[src/rtl/cook_sequencer.sv]
// ---------------------------------------------------------------------------
// cook_sequencer
//
// Two-stage cooking program sequencer with power-level duty cycling. Runs a
// stage-1 time at a stage-1 power, then an optional stage-2 time at a stage-2
// power, counting whole seconds down and pulsing `done` on completion.
//
// Parameters
//   TICKS_PER_SEC  clock cycles per second (>= 2)
//
// Ports
//   clock          in   system clock, rising edge
//   clearn         in   asynchronous reset, active low
//   startn         in   start/resume button, active low (sync, debounced)
//   stopn          in   stop/cancel button, active low (sync, debounced)
//   door_closed    in   1 = door closed
//   stage1_secs    in   stage-1 seconds (clamped to 599)
//   stage1_power   in   stage-1 power 1..10 (0 or >10 means 10)
//   stage2_en      in   enables stage 2
//   stage2_secs    in   stage-2 seconds (clamped to 599)
//   stage2_power   in   stage-2 power (same mapping as stage 1)
//   mag_on         out  magnetron drive (door gate is combinational)
//   running        out  1 in RUN1/RUN2
//   paused         out  1 in PAUSE
//   stage          out  0 idle, 1 stage 1, 2 stage 2 (held in PAUSE)
//   remaining      out  seconds left in the current stage
//   done           out  one-cycle completion pulse
//   dbg_state      out  current FSM state encoding, for observation only
// ---------------------------------------------------------------------------
module cook_sequencer #(
    parameter int TICKS_PER_SEC = 100
) (
    input  logic       clock,
    input  logic       clearn,
    input  logic       startn,
    input  logic       stopn,
    input  logic       door_closed,
    input  logic [9:0] stage1_secs,
    input  logic [3:0] stage1_power,
    input  logic       stage2_en,
    input  logic [9:0] stage2_secs,
    input  logic [3:0] stage2_power,
    output logic       mag_on,
    output logic       running,
    output logic       paused,
    output logic [1:0] stage,
    output logic [9:0] remaining,
    output logic       done,
    output logic [2:0] dbg_state
);

    localparam int            PW        = (TICKS_PER_SEC > 2) ? $clog2(TICKS_PER_SEC) : 1;
    localparam logic [PW-1:0] PRESC_MAX = PW'(TICKS_PER_SEC - 1);
    localparam logic [9:0]    SECS_MAX  = 10'd599;

    typedef enum logic [2:0] {
        S_IDLE  = 3'd0,
        S_RUN1  = 3'd1,
        S_RUN2  = 3'd2,
        S_PAUSE = 3'd3,
        S_DONE  = 3'd4
    } state_t;

    state_t        r_state,     w_state_nxt;
    logic [PW-1:0] r_presc,     w_presc_nxt;
    logic [3:0]    r_window,    w_window_nxt;
    logic [9:0]    r_remaining, w_remaining_nxt;
    logic [1:0]    r_stage,     w_stage_nxt;
    logic          r_start_q;
    logic          r_stop_q;

    logic       w_start_press;
    logic       w_stop_press;
    logic       w_tick;
    logic       w_in_run;
    logic [9:0] w_s1_secs;
    logic [9:0] w_s2_secs;
    logic [3:0] w_s1_pwr;
    logic [3:0] w_s2_pwr;
    logic [3:0] w_cur_pwr;

    // A press is the falling edge of the button; holding it gives one press.
    assign w_start_press = r_start_q & ~startn;
    assign w_stop_press  = r_stop_q  & ~stopn;

    assign w_s1_secs = (stage1_secs > SECS_MAX) ? SECS_MAX : stage1_secs;
    assign w_s2_secs = (stage2_secs > SECS_MAX) ? SECS_MAX : stage2_secs;
    assign w_s1_pwr  = (stage1_power == 4'd0 || stage1_power > 4'd10) ? 4'd10 : stage1_power;
    assign w_s2_pwr  = (stage2_power == 4'd0 || stage2_power > 4'd10) ? 4'd10 : stage2_power;
    assign w_cur_pwr = (r_stage == 2'd2) ? w_s2_pwr : w_s1_pwr;

    assign w_in_run = (r_state == S_RUN1) || (r_state == S_RUN2);
    assign w_tick   = (r_presc == PRESC_MAX);

    always_ff @(posedge clock or negedge clearn) begin
        if (!clearn) begin
            r_state     <= S_IDLE;
            r_presc     <= '0;
            r_window    <= '0;
            r_remaining <= '0;
            r_stage     <= '0;
            r_start_q   <= 1'b1;
            r_stop_q    <= 1'b1;
        end else begin
            r_state     <= w_state_nxt;
            r_presc     <= w_presc_nxt;
            r_window    <= w_window_nxt;
            r_remaining <= w_remaining_nxt;
            r_stage     <= w_stage_nxt;
            r_start_q   <= startn;
            r_stop_q    <= stopn;
        end
    end

    always_comb begin
        w_state_nxt     = r_state;
        w_presc_nxt     = r_presc;
        w_window_nxt    = r_window;
        w_remaining_nxt = r_remaining;
        w_stage_nxt     = r_stage;

        case (r_state)
            S_IDLE: begin
                // Stop has priority over a simultaneous start, even here.
                if (w_start_press && !w_stop_press && door_closed && (w_s1_secs != 10'd0)) begin
                    w_state_nxt     = S_RUN1;
                    w_stage_nxt     = 2'd1;
                    w_remaining_nxt = w_s1_secs;
                    w_presc_nxt     = '0;
                    w_window_nxt    = '0;
                end
            end

            S_RUN1, S_RUN2: begin
                // Pausing takes priority over a coincident tick: counters freeze.
                if (w_stop_press || !door_closed) begin
                    w_state_nxt = S_PAUSE;
                end else if (w_tick) begin
                    w_presc_nxt = '0;
                    if (r_remaining == 10'd1) begin
                        if ((r_state == S_RUN1) && stage2_en && (w_s2_secs != 10'd0)) begin
                            w_state_nxt     = S_RUN2;
                            w_stage_nxt     = 2'd2;
                            w_remaining_nxt = w_s2_secs;
                            w_window_nxt    = '0;
                        end else begin
                            w_state_nxt     = S_DONE;
                            w_remaining_nxt = '0;
                        end
                    end else begin
                        w_remaining_nxt = r_remaining - 10'd1;
                        w_window_nxt    = (r_window == 4'd9) ? 4'd0 : r_window + 4'd1;
                    end
                end else begin
                    w_presc_nxt = r_presc + 1'b1;
                end
            end

            S_PAUSE: begin
                if (w_stop_press) begin
                    w_state_nxt     = S_IDLE;
                    w_stage_nxt     = '0;
                    w_remaining_nxt = '0;
                    w_presc_nxt     = '0;
                    w_window_nxt    = '0;
                end else if (w_start_press && door_closed) begin
                    w_state_nxt = (r_stage == 2'd2) ? S_RUN2 : S_RUN1;
                end
            end

            S_DONE: begin
                w_state_nxt = S_IDLE;
                w_stage_nxt = '0;
            end

            default: begin
                w_state_nxt = S_IDLE;
            end
        endcase
    end

    // Door gate is deliberately combinational so an opening door cuts power
    // in the same cycle.
    assign mag_on    = w_in_run && (r_window < w_cur_pwr) && door_closed;
    assign running   = w_in_run;
    assign paused    = (r_state == S_PAUSE);
    assign done      = (r_state == S_DONE);
    assign stage     = r_stage;
    assign remaining = r_remaining;
    assign dbg_state = r_state;

endmodule
[config.mk]
export PLATFORM = sky130hd
export DESIGN_NAME = cook_sequencer
export DESIGN_NICKNAME = d
export VERILOG_FILES = /design/src/rtl/cook_sequencer.sv
export SDC_FILE = /design/constraint.sdc
export NUM_CORES = 1
export LEC_CHECK = 0
export CAP_MARGIN = 20
export CORE_MARGIN = 2
export CORE_UTILIZATION = 54
export DETAILED_ROUTE_END_ITERATION = 8
export GPL_TIMING_DRIVEN = 0
export PLACE_DENSITY = 0.95
export SYNTH_ARGS = -nofsm -noshare
export SYNTH_HDL_FRONTEND = slang
export SYNTH_SLANG_ARGS = --single-unit
[constraint.sdc]
create_clock -name clock -period 5.5 [get_ports clock]
set_input_delay 1.1 -clock clock [delete_from_list [all_inputs] [get_ports clock]]
set_output_delay 1.1 -clock clock [all_outputs]
set_load 0.02 [all_outputs]
==> Word-level counts from Yosys, hierarchy flattened <==
Cells that the tools add are included.
W data, S select, Z words.
{ "op_classes": {"eq_ne": 18, "order_cmp": 5, "n_reduce_logical": 27, "addsub": 3, "bitwise_logic": 4, "n_mux": 41} }
{ "op_table": {"columns": ["cell", "count"], "rows": [
  ["$mux W10", 8],
  ["$mux W4", 10],
  ["$pmux W10 S3", 1],
  ["$mux W7", 4],
  ["$mux W3", 7],
  ["$pmux W7 S3", 1],
  ["$gt A10 B10 Y1 const B", 2],
  ["$reduce_bool A10 Y1", 2],
  ["$mux W2", 7],
  ["$pmux W4 S3", 1],
  ["$eq A10 B1 Y1 const B", 1],
  ["$ne A2 B2 Y1 const B", 5],
  ["$sub A10 B1 Y10 const B", 1],
  ["$ne A3 B3 Y1 const B", 3],
  ["$pmux W3 S3", 1],
  ["$gt A4 B4 Y1 const B", 2],
  ["$logic_and A1 B1 Y1", 8],
  ["$logic_not A4 Y1", 2],
  ["$pmux W2 S4", 1],
  ["$reduce_and A4 Y1", 2],
  ["$add A7 B1 Y7 const B", 1],
  ["$eq A7 B7 Y1 const B", 1],
  ["$reduce_and A7 Y1", 1],
  ["$eq A3 B2 Y1 const B", 2],
  ["18 further kinds", 24]
]} }
{ "totals": {"out_inout_bits": 19, "reg_bits": 28, "input_bits": 34, "elab_cells": 105} }

==> Depth between registers and ports, before layout <==
{ "logic_depth": {"depth_word": 9, "ltp_mapped": 10, "depth_no_buf": 8} }

==> Worst setup path after synthesis <==
Ideal clock, no wire load.
{ "synth_path": {"path_kind": "input port to output port", "start": "input port stage1_power[0]", "end": "output port mag_on", "arrival_ns": 3.200, "cell_stages": 7, "required_time_ns": 4.400, "path_buffers": 0, "setup_slack_ns": 1.200, "cell_sequence": "o311ai_0 -> o21ai_0 -> ha_1 -> o21a_1 -> o21ai_0 -> nand2b_1 -> a2111oi_0"} }
{ "synth_via": {"elab_chain_len": 7, "word_cells_on_any_way": 8, "classes_between": "order compare (2); mux (2); reduce/logical (4)"} }
{ "synth_rtl": {"columns": ["element", "line_no", "rtl"], "rows": [
  ["start, declared", "39", "input logic [3:0] stage1_power,"],
  ["$gt A4 B4 Y1 / $logic_not A4 Y1 (equally long branches)", "88", "assign w_s1_pwr = (stage1_power == 4'd0 || stage1_power > 4'd10) ? 4'd10 : stage1_power;"],
  ["$logic_or A1 B1 Y1", "88", null],
  ["$mux W4 *", "88", null],
  ["$mux W4 *", "90", "assign w_cur_pwr = (r_stage == 2'd2) ? w_s2_pwr : w_s1_pwr;"],
  ["$lt A4 B4 Y1 *", "184", "assign mag_on = w_in_run && (r_window < w_cur_pwr) && door_closed;"],
  ["$logic_and A1 B1 Y1 * (2 in series)", "184", null],
  ["end, declared", "43", "output logic mag_on,"]
]} }
Mark *: on every way between the ends. The rest lies on a longest branch, timed or not.

==> Final worst setup path <==
{ "layout_path": {"start": "input port stage1_power[3]", "end": "output port mag_on"} }
Same word-level chain as after synthesis.

==> flow_summary.toml <==
[outcome]
outcome = "complete, no violations"

[clock_network]
ctsResizeCount = 0
htreeDepth = 1
clk_pin_slew_ps = 100
cts_made_buffers = 3
cts_hold_buf = 0
cts_tree = "built"
cts_buffer_depth = 2
cts_setup_buffers = 0
insertion_delay_ps = 280
root_buffer = "clkbuf_8"
cts_sinks = 28

[setup_path]
cp.arrival_ps = 3700
end_kind = "output port"
worst_ep_required_time_ps = 4400
critPathMaxFanout = 4
startpoint_type = "input pin"
worst-setup-path-type = "input pin to output port"

[yosys]
synth_top_area_cell = "dfrtp_1"
seq_area_frac_synth_pct = 32.0
postSynthCellCount = 261
async_flop_share_pct = 100
synth.distinct_cells = 68
synth_top_cell_area_share_pct = 29.6
yosys-top-cells-area = "dfrtp_1 (30%), o21ai_0 (7.1%), nand2_1 (5.0%)"
yosys_register_bits = 28
avgSynthCellArea_um2 = 8.41
syn_area_um2 = 2200
synth_edf_count = 0
yosysWarnings = 0
ys.flop_type = "dfrtp_1"
synth_nets = 303

[final_layout]
mostFrequentLayoutCell = "clkdlybuf4s50_1"
seq_area_um2 = 703
nets = 361
antenna_cells = 0
drive_gt1_share_pct = 10.1
multi_input_area_um2 = 1420
layout_common_cells = "clkdlybuf4s50_1 (52), o21ai_0 (31), nand2_1 (29)"
n_fill_cell = 278
areaGrowthSynthToFinish_pct = 29.7
layout.cells.non_filler = 368

[routing]
first_pass_iters = 5
wl_um = 6260
wire_per_inst_um = 17.0
avgViaCountPerCell = 6.59
drt-initial-drc-count = 370
drtAntennaViolNets = 0
drc = 0
routed-via-count = 2426

[power]
sequentialPowerShare_pct = 23.2
power_density_nw_per_um2 = 582
combPwrFrac_pct = 68.8
ir_drop_mv = 0.455
p_switching_uw = 833
p_int_uw = 826
p_leak_nw = 1.16
sw_frac_of_total_pct = 50.2
p_clk_share_pct = 8.0
p_total_mw = 1.66

[floorplan]
die_y_um = 67.8
start_util_pct = 55.7
core_um2 = 3940
rows = 23
num_io_pins = 53
die_area_um2 = 4590
die_width_um = 67.8

[placement]
io_buffers = 52
dpl.hpwl_um = 4790
dpl.cell_count = 364
gp_congestion = 0.944

[global_route]
grt_usage_pct = 29.1
antenna_found_initial = 0
grt_pass1_vias = 2226
grt_pass1_wl_um = 10200
grt_max_degree = 16
grt_overflow_total = 0

[sta]
tightest_slew_ps = 718
slew_headroom_pct = 52.0
skew_ps = 2.69
min_period_over_period_pct = 87.2
setup_viol = 0
maxSlewViolCount = 0
setup_tns_ps = 0
rsz0062_at_grt = "false"
finalCriticalPeriod_ps = 4800
fmax_mhz = 208
hold_violations = 0

[min_path]
hold_path.class = "flop to flop"

[job]
maxCapViolations = 0
[critical path, cell delays in order]
cell and delay [ps]:
clkdlybuf4s50_1 450, o311ai_0 310, o21ai_0 140, ha_1 300, o21a_1 110, o21ai_0 160
nand2b_1 70, a2111oi_0 380, clkdlybuf4s50_1 670
[layout make-up]
cell class              instances  share of cell area, %
plain buffers                   7                   1.32
inverters                       9                   1.23
clock buffers                   4                   1.93
flip-flops and latches         28                   24.7
repair buffers                 53                   18.8
multi-input cells             217                   49.8
well taps                      50                   2.20
[state kept, by name (all words and copies together), names as in the netlist]
register and flops:
r_window 4, dbg_state 3, r_start_q 1, remaining 10, stage 2, r_stop_q 1, r_presc 7
[path summary, 6_finish.rpt]
kind / endpoint / from / cells past startpoint / slack (ps)
worst min register to register: r_presc[6]$_DFFE_PN0P_ / r_presc[6]$_DFFE_PN0P_ / 1 / 490
worst max register to register: remaining[1]$_DFFE_PN0P_ / r_presc[0]$_DFFE_PN0P_ / 8 / 3140
worst max-delay path: mag_on / stage1_power[3] / 9 / 700
min in group asynchronous: remaining[4]$_DFFE_PN0P_ / clearn / 1 / 1240
worst min-delay path: r_presc[6]$_DFFE_PN0P_ / r_presc[6]$_DFFE_PN0P_ / 1 / 490
max in group asynchronous: r_stop_q$_DFF_PN1_ / clearn / 2 / 3640
[cells in the mapped netlist, types with 4 or more instances]
cell      number
o31ai_1        8
nor2_1        22
nand2b_1       4
nor3_1         8
and2_1         4
o21ai_1        4
inv_1          8
o21ai_0       31
a21oi_1       14
nand2_1       29
ha_1           8
nand3_1        6
nor4_1         4
dfrtp_1       26
[logic make-up (layout without fill, tap and decap cells)]
| family | after synthesis | after routing | synth area share, % |
|---|---|---|---|
| xor gates and xnor gates | 5 | 5 | 1.99 |
| adders and majority gates | 8 | 8 | 4.56 |
| muxes | 6 | 6 | 3.08 |
| AOI/OAI and AO/OA | 94 | 94 | 28.6 |
| DFF | 28 | 28 | 32.0 |
| buffers and inverters | 16 | 73 | 3.30 |
| and+or+nand+nor | 104 | 104 | 26.4 |
[power groups by stage]
stage / clock network [mW] / logic (mW) / registers (mW)
3_3_place_gp: 0 / 1.07 / 0.381
6_report: 0.133 / 1.14 / 0.385
3_5_place_dp: 0 / 1.11 / 0.386
4_1_cts: 0.132 / 1.13 / 0.383
2_1_floorplan: 0 / 0.707 / 0.422
5_1_grt: 0.138 / 1.24 / 0.398
[routing by layer]
metal	share of wire, %	global-route usage, %
met4	3.4	11.0
met3	11	3.67
met2	45	47.1
met5	0	0
met1	41	39.6
[metrics by stage]
step / cell area (µm²) / utilization, % / hold WS (ps) / setup slack, ps
final: 2850 / 72.3 / 489 / 702
after CTS: 2850 / 72.3 / 493 / 679
after global placement: 2780 / 70.5 / 468 / 678
after global routing: 2850 / 72.3 / 513 / 441
after floorplan: 2200 / - / 437 / 1200
after detailed placement: 2790 / 70.9 / 480 / 622
No activity file was read; power rests on OpenSTA's default activity.
